`src/rtl/sw_debounce_pkg.sv`:
```
// Shared types for the switch debouncer: FSM state encoding and synchroniser depth.
package sw_debounce_pkg;

    typedef enum logic [1:0] {
        S_IDLE,
        S_PRESS_WAIT,
        S_PRESSED,
        S_RELEASE_WAIT
    } sw_state_t;

    localparam int unsigned SYNC_STAGES = 2;

endpackage

```
`src/rtl/sw_debounce_pulse_if.sv`:
```
// Switch pin and conditioned outputs of one debouncer instance.
interface sw_debounce_pulse_if;

    logic i_sw;
    logic o_sw_level;
    logic o_press_pulse;
    logic o_release_pulse;

    modport master (
        output i_sw,
        input  o_sw_level,
        input  o_press_pulse,
        input  o_release_pulse
    );

    modport slave (
        input  i_sw,
        output o_sw_level,
        output o_press_pulse,
        output o_release_pulse
    );

endinterface

```
`src/rtl/sw_debounce_pulse_sync.sv`:
```
// sw_sync: multi-flop synchroniser that also normalises pin polarity (1 = pressed).
module sw_sync
    import sw_debounce_pkg::*;
#(
    parameter int unsigned STAGES      = SYNC_STAGES,
    parameter int          ACTIVE_HIGH = 1
) (
    input  logic i_clk,
    input  logic i_rst_n,
    input  logic i_async,
    output logic o_sync
);

    logic              w_norm;
    logic [STAGES-1:0] r_sync;

    assign w_norm = (ACTIVE_HIGH != 0) ? i_async : ~i_async;

    always_ff @(posedge i_clk or negedge i_rst_n) begin
        if (!i_rst_n) begin
            r_sync <= '0;
        end else begin
            r_sync <= {r_sync[STAGES-2:0], w_norm};
        end
    end

    assign o_sync = r_sync[STAGES-1];

endmodule

```
`src/rtl/sw_debounce_pulse.sv`:
```
// sw_debounce_pulse: synchronise, debounce and edge-detect one mechanical switch.
// Define SW_DEBOUNCE_AUTOREPEAT_EN to add auto-repeat press pulses while held.
module sw_debounce_pulse
    import sw_debounce_pkg::*;
#(
    parameter int unsigned DEBOUNCE_CYCLES = 250000,
    parameter int          ACTIVE_HIGH     = 1,
    parameter int unsigned REPEAT_DELAY    = 12500000,
    parameter int unsigned REPEAT_PERIOD   = 2500000
) (
    input  logic                i_clk,
    input  logic                i_rst_n,
    sw_debounce_pulse_if.slave  sw_if
);

    localparam int unsigned      CNT_W    = $clog2(DEBOUNCE_CYCLES);
    localparam logic [CNT_W-1:0] CNT_LAST = CNT_W'(DEBOUNCE_CYCLES - 1);

    if (DEBOUNCE_CYCLES < 2 || REPEAT_DELAY < 2 || REPEAT_PERIOD < 1) begin : g_param_check
        $error("sw_debounce_pulse: parameter out of legal range");
    end

`ifdef SW_DEBOUNCE_AUTOREPEAT_EN
    localparam int unsigned      REP_MAX   = (REPEAT_DELAY > REPEAT_PERIOD) ? REPEAT_DELAY : REPEAT_PERIOD;
    localparam int unsigned      REP_W     = $clog2(REP_MAX);
    localparam logic [REP_W-1:0] REP_FIRST = REP_W'(REPEAT_DELAY - 1);
    localparam logic [REP_W-1:0] REP_NEXT  = REP_W'(REPEAT_PERIOD - 1);

    logic [REP_W-1:0] r_rep_cnt;
    logic             r_rep_armed;
`endif

    logic             w_sync_q;
    sw_state_t        r_state;
    logic [CNT_W-1:0] r_cnt;
    logic             r_level;
    logic             r_press;
    logic             r_release;

    sw_sync #(
        .STAGES      (SYNC_STAGES),
        .ACTIVE_HIGH (ACTIVE_HIGH)
    ) u_sync (
        .i_clk   (i_clk),
        .i_rst_n (i_rst_n),
        .i_async (sw_if.i_sw),
        .o_sync  (w_sync_q)
    );

    always_ff @(posedge i_clk or negedge i_rst_n) begin
        if (!i_rst_n) begin
            r_state   <= S_IDLE;
            r_cnt     <= '0;
            r_level   <= 1'b0;
            r_press   <= 1'b0;
            r_release <= 1'b0;
`ifdef SW_DEBOUNCE_AUTOREPEAT_EN
            r_rep_cnt   <= '0;
            r_rep_armed <= 1'b0;
`endif
        end else begin
            r_press   <= 1'b0;
            r_release <= 1'b0;
            case (r_state)
                S_IDLE: begin
                    r_level <= 1'b0;
                    r_cnt   <= '0;
                    if (w_sync_q) r_state <= S_PRESS_WAIT;
                end
                S_PRESS_WAIT: begin
                    if (!w_sync_q) begin
                        r_state <= S_IDLE;
                        r_cnt   <= '0;
                    end else if (r_cnt == CNT_LAST) begin
                        r_state <= S_PRESSED;
                        r_cnt   <= '0;
                        r_level <= 1'b1;
                        r_press <= 1'b1;
                    end else begin
                        r_cnt <= r_cnt + 1'b1;
                    end
                end
                S_PRESSED: begin
                    r_level <= 1'b1;
                    if (!w_sync_q) begin
                        r_state <= S_RELEASE_WAIT;
                        r_cnt   <= '0;
                    end
`ifdef SW_DEBOUNCE_AUTOREPEAT_EN
                    // Repeat counter pauses in S_RELEASE_WAIT so a bounce resumes, not restarts, it.
                    else if (r_rep_cnt == (r_rep_armed ? REP_NEXT : REP_FIRST)) begin
                        r_press     <= 1'b1;
                        r_rep_cnt   <= '0;
                        r_rep_armed <= 1'b1;
                    end else begin
                        r_rep_cnt <= r_rep_cnt + 1'b1;
                    end
`endif
                end
                S_RELEASE_WAIT: begin
                    if (w_sync_q) begin
                        r_state <= S_PRESSED;
                        r_cnt   <= '0;
                    end else if (r_cnt == CNT_LAST) begin
                        r_state   <= S_IDLE;
                        r_cnt     <= '0;
                        r_level   <= 1'b0;
                        r_release <= 1'b1;
`ifdef SW_DEBOUNCE_AUTOREPEAT_EN
                        r_rep_cnt   <= '0;
                        r_rep_armed <= 1'b0;
`endif
                    end else begin
                        r_cnt <= r_cnt + 1'b1;
                    end
                end
                default: begin
                    r_state <= S_IDLE;
                    r_cnt   <= '0;
                    r_level <= 1'b0;
`ifdef SW_DEBOUNCE_AUTOREPEAT_EN
                    r_rep_cnt   <= '0;
                    r_rep_armed <= 1'b0;
`endif
                end
            endcase
        end
    end

    assign sw_if.o_sw_level      = r_level;
    assign sw_if.o_press_pulse   = r_press;
    assign sw_if.o_release_pulse = r_release;

endmodule

```
`src/flat_wrapper.sv`:
```
// flat-port wrapper written by rule: the top's interface ports become plain ports
module sw_debounce_pulse_flat import sw_debounce_pkg::*;
#(
    parameter int unsigned DEBOUNCE_CYCLES = 250000,
    parameter int          ACTIVE_HIGH     = 1,
    parameter int unsigned REPEAT_DELAY    = 12500000,
    parameter int unsigned REPEAT_PERIOD   = 2500000
)
  (i_clk, i_rst_n, sw_if_i_sw, sw_if_o_sw_level, sw_if_o_press_pulse, sw_if_o_release_pulse);
  sw_debounce_pulse_if sw_if_i ();
  input  logic i_clk;
  input  logic i_rst_n;
  input wire logic [$bits(sw_if_i.i_sw)-1:0] sw_if_i_sw;
  output wire logic [$bits(sw_if_i.o_sw_level)-1:0] sw_if_o_sw_level;
  output wire logic [$bits(sw_if_i.o_press_pulse)-1:0] sw_if_o_press_pulse;
  output wire logic [$bits(sw_if_i.o_release_pulse)-1:0] sw_if_o_release_pulse;
  assign sw_if_i.i_sw = sw_if_i_sw;
  assign sw_if_o_sw_level = sw_if_i.o_sw_level;
  assign sw_if_o_press_pulse = sw_if_i.o_press_pulse;
  assign sw_if_o_release_pulse = sw_if_i.o_release_pulse;
  sw_debounce_pulse #(.DEBOUNCE_CYCLES(DEBOUNCE_CYCLES), .ACTIVE_HIGH(ACTIVE_HIGH), .REPEAT_DELAY(REPEAT_DELAY), .REPEAT_PERIOD(REPEAT_PERIOD)) u_core (.i_clk(i_clk), .i_rst_n(i_rst_n), .sw_if(sw_if_i));
endmodule
```
`config.mk`:
```
export PLATFORM = sky130hd
export DESIGN_NAME = sw_debounce_pulse_flat
export DESIGN_NICKNAME = d
export VERILOG_FILES = /design/src/rtl/sw_debounce_pkg.sv /design/src/rtl/sw_debounce_pulse_if.sv /design/src/rtl/sw_debounce_pulse_sync.sv /design/src/rtl/sw_debounce_pulse.sv /design/src/flat_wrapper.sv
export SDC_FILE = /design/constraint.sdc
export NUM_CORES = 1
export LEC_CHECK = 0
export ABC_AREA = 1
export ABC_CLOCK_PERIOD_IN_PS = 1900
export BUFFER_PORTS_ARGS = -buffer_cell sky130_fd_sc_hd__buf_2
export CELL_PAD_IN_SITES_DETAIL_PLACEMENT = 1
export CELL_PAD_IN_SITES_GLOBAL_PLACEMENT = 1
export CORE_MARGIN = 2
export CORE_UTILIZATION = 31
export DETAILED_ROUTE_END_ITERATION = 8
export PLACE_DENSITY = 0.66
export SLEW_MARGIN = 10
export SYNTH_ARGS = -nofsm -noshare
export SYNTH_HDL_FRONTEND = slang
export SYNTH_HIERARCHICAL = 1
export SYNTH_SLANG_ARGS = --single-unit
```
`constraint.sdc`:
```
create_clock -name i_clk -period 1.9 [get_ports i_clk]
set_input_delay 0.19 -clock i_clk [delete_from_list [all_inputs] [get_ports i_clk]]
set_output_delay 0.19 -clock i_clk [all_outputs]
set_load 0.05 [all_outputs]
```
After elaboration in Yosys (flattened, before gate mapping)
Cells that the tools add are included.
Storage, ports and cells
  bits of input ports: 3
  output and inout bits: 3
  logic and storage cells: 44
  register bits after elaboration: 25
Cells by class
  reduce and logical (&&, ||, !) cells: 3
  multiplexer cells: 22
  add/subtract/negate cells: 1
  eq/ne operators: 12
Operators with widths (number)
  $mux W18: 4
  $pmux W18 S4: 1
  $add A18 B1 Y18 const B: 1
  $eq A18 B18 Y1 const B: 1
  $mux W2: 6
  $mux W1: 9
  $ne A2 B2 Y1 const B: 4
  $pmux W2 S4: 1
  $reduce_and A4 Y1: 2
  $ne A3 B2 Y1 const B: 2
  $eq A2 B2 Y1 const B: 2
  $ne A2 B1 Y1 const B: 2
  $pmux W1 S4: 1
  $eq A2 B1 Y1 const B: 1
  $logic_not A2 Y1: 1

Logic depth before layout (Yosys ltp)
Gate-level depths: netlist of run 1.
  depth in word-level cells: 4
  depth in mapped cells: 9
  mapped depth without buffers: 9

By module
Netlist of run 1, hierarchy kept.
By module, submodules not included
  sw_debounce_pulse: times used 1, cells each 200, area each 1463.9 um2, sequential area each 575.6 um2
  sw_sync: times used 1, cells each 2, area each 50.0 um2, sequential area each 50.0 um2

Least setup slack after synthesis of run 1
No wires, ideal clock.
  path type: register to register
  start point: reg u_core.r_state[0]
  end point: reg u_core.r_cnt[0]
  buffers on the path: 1
  setup slack: 0.399 ns
  stages on the path, launching flop included: 9
  library setup time: 0.073 ns
  clock period less this slack: 1.501 ns
  arrival: 1.428 ns
  data required time: 1.827 ns
  cells stage by stage: dfrtp_1 inv_1 ha_1 nand2_2 inv_2 buf_4 nor2_1 nand2_4 a21oi_2
On the way
  cells in the longest elaborated chain, start to end: 2
  elaborated cells on any way between the ends: 6
  those cells by class: eq/ne: 4; mux: 1; reduce/logical: 1
Ends and longest elaborated chain
  from (decl): line sw_debounce_pulse.sv:34  | sw_state_t r_state;
  from (signal assigned): line sw_debounce_pulse.sv:52  | r_state <= S_IDLE;
  from (signal assigned): line sw_debounce_pulse.sv:68  | if (w_sync_q) r_state <= S_PRESS_WAIT;
  from (signal assigned): line sw_debounce_pulse.sv:72  | r_state <= S_IDLE;
  $eq A2 B2 Y1 (tied with other cells): line sw_debounce_pulse.sv:64  | case (r_state)
  $pmux W18 S4 / $ne A2 B2 Y1 (equally long branches)
  to (signal assigned): line sw_debounce_pulse.sv:80  | r_cnt <= r_cnt + 1'b1;
  to (signal assigned): line sw_debounce_pulse.sv:114  | r_cnt <= r_cnt + 1'b1;
  to (decl): line sw_debounce_pulse.sv:35  | logic [CNT_W-1:0] r_cnt;
Several ways; a longest one is shown, not always the timed one.
A chain may end at the register's enable or synchronous reset.

Final worst setup path of run 1
  start point: reg u_core.r_state[0]
  end point: reg u_core.r_state[0]
On the way
  cells in the longest elaborated chain, start to end: 3
  elaborated cells on any way between the ends: 10
  those cells by class: eq/ne: 7; mux: 1; reduce/logical: 2
Ends and longest elaborated chain (line)
  $eq A2 B1 Y1 (tied with other cells): sw_debounce_pulse.sv:64
  $ne A3 B2 Y1 (no source line) / $ne A2 B2 Y1 (equally long branches)
  $reduce_and A4 Y1 (no source line)
Several ways; a longest one is shown, not always the timed one.

==> impl_metrics.yaml, run 1 <==
synthesis:
  synth.avg_cell_area_um2: 7.49
  async_flop_share: 1.00
  ys_types: 27
  synth_warnings: 6
  ys_ff_latch: 25
  synth.most_common_cell: "nand2_1"
  synth_area_leaders: "dfrtp_1 41%, nand2_1 13%, nor2_1 9.2%, inv_1 5.5%, nand3_1 4.6%"
  synth_top_cell_by_area: "dfrtp_1"
  synth-edff-count: 0
  ys_seq_area_frac: 0.413
  synth_fp_nets: 210
  ys.flop_type: "dfrtp_1"
  synth_top_area_share: 0.413
  synth_cells: 202
  yosys-top-cells-count: "53 x nand2_1, 37 x nor2_1, 25 x dfrtp_1, 22 x inv_1, 14 x nand3_1"
  synth_area_um2: 1510
floorplanning:
  die_y_um: 73.9
  core_um2: 4720
  io_pins: 6
  initial_core_util: 0.321
  dieArea_um2: 5460
  rows: 25
  die_w_um: 73.9
clocking:
  h-tree-depth: 1
  cts_tree: "built"
  path_clk_slew_ns: 0.09
  clock_path_buffers: 2
  root_buffer: "clkbuf_8"
  clock_latency_ns: 0.27
  cts_made_buffers: 3
  clock_sinks: 25
  cts_setup_buffers: 0
timing:
  slew_headroom: 0.617
  rsz0062_at_grt: "false"
  period_needed_ns: 1.80
  fin_setup_tns_ns: 0
  hold-worst-slack_ns: 0.0206
  worst_pin_slew_ns: 0.575
  final.setup.worst_slack_ns: 0.102
  max_freq_mhz: 556
  drv_slew: 0
  final_hold_viol_count: 0
  fin_skew_ns: 0.00323
  post-route-period-util: 0.946
  setup_viol: 0
critical_path:
  arrival_ns: 1.96
  worstSetupStartpointType: "flop"
  slowest_delay_ns: 0.47
  crit_top_cell: "nand2_1"
  path_delay_family: "flip-flops"
  crit_required_ns: 2.07
  critPathSlowestCell: "dfrtp_1"
  cp_num_buf_inv: 2
  criticalPathCategory: "flop to flop"
  worstPathMaxFanout: 20
  worstSetupEndpointType: "flop"
  path_cells: "inv_1 > ha_1 > nand2_2 > inv_2 > a21oi_1 > nand2_1 > nand2_1 > o21ai_1"
placed_design:
  port_buffers: 5
  dpl-instance-area_um2: 1610
  dp_slack_ns: 0.145
  dp_cells: 272
  post-dp-hpwl_mm: 2.90
  gp_congestion: 0.816
final_layout:
  diodes: 0
  drive_above_1_share: 0.119
  final_core_util: 0.353
  nNetsFinal: 219
  stdcell_area_um2: 1670
  nFillCells: 605
  area_growth_pct: 10.2
  fin_cells: 277
run:
  maxCapViolCount: 0
global_routing:
  grt_overflow: 0
  first_global_vias: 1348
  use_met2: 0.259
  grt_usage: 0.156
  antenna_found_initial: 0
  grt_use_met1: 0.214
  busiest_layer: "met2"
  use_met3: 0.0123
  grt_max_degree: 26
  grt_pass1_wl_mm: 6.57
pwr:
  finalPower_mw: 1.56
  powerDensity_nw_per_um2: 933
  irDropWorstVdd_mv: 0.328
  p_leak_nw: 0.755
route:
  drc: 0
  avgViaCountPerCell: 4.64
  dr.pass1.iters: 4
  num_vias: 1284
  routedWlPerCell_um: 13.6
  drt-initial-drc-count: 62
  drt-total-wl_mm: 3.76
  drtAntennaViolNets: 0
worst_hold_path:
  hp-class: "input pin to flop"
outcome:
  status: "complete, no violations"
[sequential cells by signal (all words and copies together), names as in the netlist, named ones only]
name and cells:
u_core/sw_if.o_release_pulse 1, u_core/r_state 1, u_core/sw_if.o_sw_level 1, u_core/u_sync/r_sync 2, u_core/r_cnt 18, u_core/sw_if.o_press_pulse 1
[where the power goes]
| group | switching, mW | leakage, nW | total, mW | internal (mW) |
|---|---|---|---|---|
| Sequential | 0.0549 | 0.338 | 0.636 | 0.581 |
| Clock | 0.189 | 0.0217 | 0.338 | 0.149 |
| Combinational | 0.420 | 0.395 | 0.584 | 0.164 |
| Total | 0.663 | 0.755 | 1.56 | 0.894 |
[cells in the final DEF, fill, tap and decap left out, types with 4 or more instances in the layout]
cell type and count:
nand4_1 4, xor2_1 8, inv_1 22, nand2_1 53, nor2_2 4, o21ai_2 5
ha_1 5, nor2_1 36, nand3_1 14, buf_2 5, dfrtp_1 25
[cell families (layout without fill, tap and decap cells)]
kind of cell / after synthesis / count (layout) / synth area share
buffers and inverters: 26 / 34 / 0.0694
adders and majority gates: 5 / 5 / 0.0413
DFF: 25 / 25 / 0.413
xor gates and xnor gates: 9 / 9 / 0.0521
and+or+nand+nor: 117 / 117 / 0.329
AOI/OAI and AO/OA: 20 / 20 / 0.0950
[final timing paths]
path / from / to / slack, ns / depth (start not counted)
min reg2reg: u_core/u_sync/r_sync[0] / u_core/u_sync/r_sync[1] / 0.37 / 0
max reg2reg: u_core/r_state[0] / u_core/r_state[0] / 0.10 / 8
max: u_core/r_state[0] / u_core/r_state[0] / 0.10 / 8
max in group asynchronous: i_rst_n / u_core/r_cnt[0] / 1.08 / 2
min in group asynchronous: i_rst_n / u_core/r_cnt[12] / 0.43 / 2
min: sw_if_i_sw / u_core/u_sync/r_sync[0] / 0.02 / 1
[worst reg2reg max path, delay by kind of cell (launching register included)]
family / cells / cell delay, ns
buffers and inverters: 2 / 0.30
AO/OA/AOI/OAI: 2 / 0.35
flip-flops: 1 / 0.47
adder cells (fa/ha/maj): 1 / 0.24
AND/OR/NAND/NOR: 3 / 0.34
[layer usage]
metal	part of all wire	routed length, um
met2	0.46	1740
met5	0	0
met3	0.0085	32
met4	0.014	51
met1	0.52	1940
[cell type report]
| cell class | count | area (um2) | share of cell area |
|---|---|---|---|
| tap | 67 | 83.8 | 0.0502 |
| clock inverter | 1 | 7.51 | 0.00450 |
| timing repair buffer | 6 | 35.0 | 0.0210 |
| sequential | 25 | 626 | 0.375 |
| inverter | 24 | 90.1 | 0.0540 |
| clock buffer | 3 | 41.3 | 0.0247 |
| multi-input combinational | 151 | 786 | 0.471 |
[what timing repair did]
item / in CTS / in global routing
resized for setup: 0 / 1
endpoints found under the setup margin: 0 / 6
hold buffers: 1 / 0
hold endpoints to repair: 25 / 0
No activity file was read; power rests on OpenSTA's default activity.
==> inputs of run 2 (changes only) <==
ABC_CLOCK_PERIOD_IN_PS = 1500   (was 1900)
PLACE_DENSITY = 0.69   (was 0.66)
SKIP_CTS_REPAIR_TIMING = 1   (was default)
TNS_END_PERCENT = 100   (was default)
clock period = 1.5 ns   (was 1.9 ns; I/O delays follow)
==> impl_metrics.yaml, run 2 (synthesis results as in run 1) <==
outcome:
  status: "finished with violations"
  violations: "setup timing"
critical_path:
  crit_required_ns: 1.71
  criticalPathCategory: "flop to flop"
  worstPathMaxFanout: 6
  worstSetupStartpointType: "flop"
  arrival_ns: 1.75
  worstSetupEndpointType: "flop"
final_layout:
  final_cell_mix: "50 x nand2_1, 31 x nor2_1, 23 x dfrtp_1"
  final_common_cell: "nand2_1"
  largest_register_ffs: 18
  nNetsFinal: 244
  diodes: 0
  drive_above_1_share: 0.298
  largest_registers: "u_core/r_cnt (18), u_core/u_sync/r_sync (2)"
  area_growth_pct: 30.8
  largest-register: "u_core/r_cnt"
  fin_cells: 302
floorplanning:
  rows: 25
  die_w_um: 73.9
  core_um2: 4720
  die_y_um: 73.9
  dieArea_um2: 5460
  io_pins: 6
  initial_core_util: 0.321
timing:
  worst_pin_slew_ns: 0.597
  final.setup.worst_slack_ns: -0.0342
  post-route-period-util: 1.02
  drv_slew: 0
  slew_headroom: 0.602
  period_needed_ns: 1.53
  setup_viol: 7
  rsz0062_at_grt: "true"
  fin_skew_ns: 0.00743
  final_hold_viol_count: 0
  max_freq_mhz: 652
pwr:
  powerDensity_nw_per_um2: 1160
  comb_power_share: 0.464
  switching_share: 0.426
  p_leak_nw: 0.888
  power_switching_mw: 0.981
  finalPower_mw: 2.30
  pwr-share-seq: 0.351
  p_int_mw: 1.32
  irDropWorstVdd_mv: 0.391
  pwr-share-clk: 0.185
route:
  routedWlPerCell_um: 14.1
  drtAntennaViolNets: 0
  dr.pass1.iters: 4
  drc: 0
  drt-total-wl_mm: 4.26
  avgViaCountPerCell: 4.69
  drt-initial-drc-count: 39
  num_vias: 1415
global_routing:
  grt_overflow: 0
  grt_pass1_wl_mm: 6.53
  grt_usage: 0.161
  antenna_found_initial: 0
  grt_max_degree: 26
  first_global_vias: 1353
clocking:
  root_buffer: "clkbuf_8"
  clock_sinks: 25
  clock_latency_ns: 0.28
  h-tree-depth: 1
  path_clk_slew_ns: 0.10
  cts_made_buffers: 3
  clock_path_buffers: 2
  cts_tree: "built"
placed_design:
  gp_congestion: 0.827
  post-dp-hpwl_mm: 3.04
  dp_cells: 291
  port_buffers: 5
worst_hold_path:
  hp-class: "flop to flop"
run:
  maxCapViolCount: 0
run 2: cell count changes in the layout (fill, tap and decap cells not counted), sizes merged:
cell	change
nor2	+1
dlygate4sd3	+1
buf	+23
run 2: worst max-delay path: stages, from the launching register on:
cell	delay [ns]
dfrtp_2	0.43
buf_6	0.12
ha_4	0.14
nand2_2	0.06
o21ai_2	0.09
inv_2	0.06
a21oi_4	0.28
nand2_4	0.14
o21ai_2	0.14
run 2: routing by layer:
| layer | GRT usage | up-vias | share of wire |
|---|---|---|---|
| met5 | 0 | - | 0 |
| met4 | 0.0606 | 0 | 0.012 |
| met3 | 0.0165 | 4 | 0.0085 |
| met2 | 0.240 | 8 | 0.47 |
| met1 | 0.237 | 701 | 0.51 |
| li1 | - | 702 | - |
run 2: path summary, 6_finish.rpt:
| path | start | to | slack (ns) | cells after the start |
|---|---|---|---|---|
| worst max-delay path | u_core/r_state[0] | u_core/r_cnt[16] | -0.03 | 8 |
| worst min-delay path | u_core/u_sync/r_sync[0] | u_core/u_sync/r_sync[1] | 0.36 | 0 |
| worst max register to register | u_core/r_state[0] | u_core/r_cnt[16] | -0.03 | 8 |
| worst min register to register | u_core/u_sync/r_sync[0] | u_core/u_sync/r_sync[1] | 0.36 | 0 |
| max in group asynchronous | i_rst_n | asynchronous set/reset pin | 0.67 | 2 |
| min in group asynchronous | i_rst_n | u_core/r_cnt[16] | 0.40 | 2 |
run 2: final cells by class:
type | instances | area (um2)
fillers | 589 | 2740
multi-input cells | 152 | 901
flip-flops and latches | 25 | 628
repair buffers | 30 | 221
inverters | 24 | 97.6
well taps | 67 | 83.8
clock buffers | 3 | 41.3
clock inverters | 1 | 7.51
run 2: through the flow:
stage	setup TNS (ns)	hold slack (ns)	cell area (um2)	worst slack, ns	util
floorplan	0	-0.146	1520	0.0347	-
global placement	-0.590	0.190	1750	-0.0831	0.371
detailed placement	-1.07	0.194	1750	-0.111	0.371
CTS	-1.51	-0.119	1800	-0.130	0.381
global route	-1.46	0.367	1980	-0.114	0.419
finish	-0.142	0.360	1980	-0.0342	0.419
run 2: power by group through the flow:
stage / sequential (mW) / clock (mW) / combinational, mW
2_1_floorplan: 0.846 / 0 / 0.514
3_3_place_gp: 0.797 / 0 / 0.825
3_5_place_dp: 0.801 / 0 / 0.838
4_1_cts: 0.787 / 0.449 / 0.844
5_1_grt: 0.818 / 0.470 / 1.19
6_report: 0.809 / 0.426 / 1.07
==> inputs of run 3 (changes only) <==
ABC_CLOCK_PERIOD_IN_PS = 1300   (was 1500)
SETUP_SLACK_MARGIN = 0.05   (was default)
clock period = 1.3 ns   (was 1.5 ns; I/O delays follow)
==> impl_metrics.yaml, run 3 (synthesis results as in run 1) <==
final_layout:
  largest-register: "u_core/r_cnt"
  final_core_util: 0.503
  largest_register_ffs: 18
  final_common_cell: "nand2_1"
  nFillCells: 572
  nNetsFinal: 274
  diodes: 0
  drive_above_1_share: 0.449
  largest_registers: "u_core/r_cnt (18), u_core/u_sync/r_sync (2)"
  area_growth_pct: 57.0
  final_cell_mix: "47 x nand2_1, 45 x buf_4, 25 x nor2_1"
critical_path:
  crit_required_ns: 1.50
  critPathSlowestCell: "dfrtp_2"
  worstPathMaxFanout: 6
  path_cells: "inv_2 > ha_4 > nand2_4 > o21ai_4 > inv_2 > a21oi_4 > buf_12 > nand2_4 > a21oi_2"
  path_delay_family: "flip-flops"
  worstSetupStartpointType: "flop"
  r2r_end: "u_core/r_cnt[0]"
  rrSetupSlack_ns: -0.28
  cp_num_cells: 9
  endpoint: "u_core/r_cnt[0]"
  cp_num_buf_inv: 3
  arrival_ns: 1.78
  slowest_delay_ns: 0.48
  r2r_cells: 9
  worstSetupEndpointType: "flop"
  criticalPathCategory: "flop to flop"
pwr:
  irDropWorstVdd_mv: 0.605
  powerDensity_nw_per_um2: 1370
  p_leak_nw: 1.08
clocking:
  h-tree-depth: 1
  clock_path_buffers: 2
  root_buffer: "clkbuf_8"
  cts_made_buffers: 3
  path_clk_slew_ns: 0.09
  clock_latency_ns: 0.26
  clock_sinks: 25
  cts_tree: "built"
timing:
  slew_headroom: 0.596
  period_needed_ns: 1.58
  max_freq_mhz: 634
  fin_skew_ns: 0.00115
  post-route-period-util: 1.21
  final_hold_viol_count: 0
  setup_viol: 21
  worst_pin_slew_ns: 0.606
  rsz0062_at_grt: "true"
  drv_slew: 0
  final.setup.worst_slack_ns: -0.278
placed_design:
  dp_slack_ns: -0.294
  gp_congestion: 0.811
  post-dp-hpwl_mm: 3.54
  port_buffers: 5
global_routing:
  grt_pass1_wl_mm: 7.54
  grt_overflow: 0
  first_global_vias: 1634
  antenna_found_initial: 0
  grt_usage: 0.182
  grt_max_degree: 26
route:
  drt-total-wl_mm: 5.32
  routedWlPerCell_um: 16.0
  drc: 0
  avgViaCountPerCell: 4.62
  drt-initial-drc-count: 62
  num_vias: 1534
  drtAntennaViolNets: 0
  dr.pass1.iters: 4
worst_hold_path:
  hp-class: "flop to flop"
floorplanning:
  core_um2: 4720
  die_y_um: 73.9
  rows: 25
  io_pins: 6
  initial_core_util: 0.321
  dieArea_um2: 5460
  die_w_um: 73.9
run:
  maxCapViolCount: 0
outcome:
  violations: "setup timing"
  status: "finished with violations"
[run 3: cell types whose count changed in the layout (fill, tap and decap cells not counted), moves of 4 or more]
cell,delta
buf_4,+23
buf_6,+4
nor2_1,-6
nor2_2,+4
[run 3: per-layer routing]
layer  up-vias  part of all wire  track usage  wire length, um
met3         8             0.014       0.0192               77
met1       754              0.46        0.238             2420
met4         0             0.014       0.0384               74
met2        13              0.52        0.322             2750
met5         -                 0            0                0
li1        759                 -            -                -
[run 3: through the flow]
step,cell area (um2),cells,setup TNS [ns],power [mW],hold WS (ns)
floorplan,1580,202,-0.511,1.66,-0.166
global placement,2030,318,-3.86,2.19,0.172
detailed placement,2030,318,-4.60,2.23,0.172
CTS,2080,322,-5.37,2.72,-0.127
global route,2380,332,-6.08,3.46,0.381
finish,2380,332,-4.35,3.26,0.365
[run 3: report_power, final]
| part | total (mW) | switching, mW | internal [mW] | leakage, nW |
|---|---|---|---|---|
| Clock | 0.472 | 0.258 | 0.214 | 0.0255 |
| Combinational | 1.83 | 0.965 | 0.861 | 0.722 |
| Sequential | 0.964 | 0.109 | 0.856 | 0.331 |
| Total | 3.26 | 1.33 | 1.93 | 1.08 |
[run 3: area by class of cell]
cell class	count	area, um2	share of cell area
inverters	24	90.1	0.0379
well taps	67	83.8	0.0353
clock buffers	3	41.3	0.0174
flip-flops and latches	25	632	0.266
clock inverters	1	5.00	0.00211
multi-input cells	152	1030	0.432
repair buffers	60	499	0.210
[run 3: worst min-delay path by stage]
stage                                  startpoint                         end  slack, ns  depth (start not counted)
after floorplan                           i_rst_n  asynchronous set/reset pin      -0.17                          0
after CTS                                 i_rst_n             u_core/r_cnt[0]      -0.13                          1
after detailed placement                  i_rst_n            u_core/r_cnt[15]       0.17                          1
after global placement                    i_rst_n            u_core/r_cnt[15]       0.17                          1
after global routing      u_core/u_sync/r_sync[0]     u_core/u_sync/r_sync[1]       0.38                          0
final                     u_core/u_sync/r_sync[0]     u_core/u_sync/r_sync[1]       0.37                          0
[run 3: worst register-to-register path, cell delays in order (launching register included)]
cell and delay, ns:
dfrtp_2 0.48, inv_2 0.11, ha_4 0.17, nand2_4 0.07, o21ai_4 0.09, inv_2 0.06, a21oi_4 0.13, buf_12 0.15
nand2_4 0.10, a21oi_2 0.15
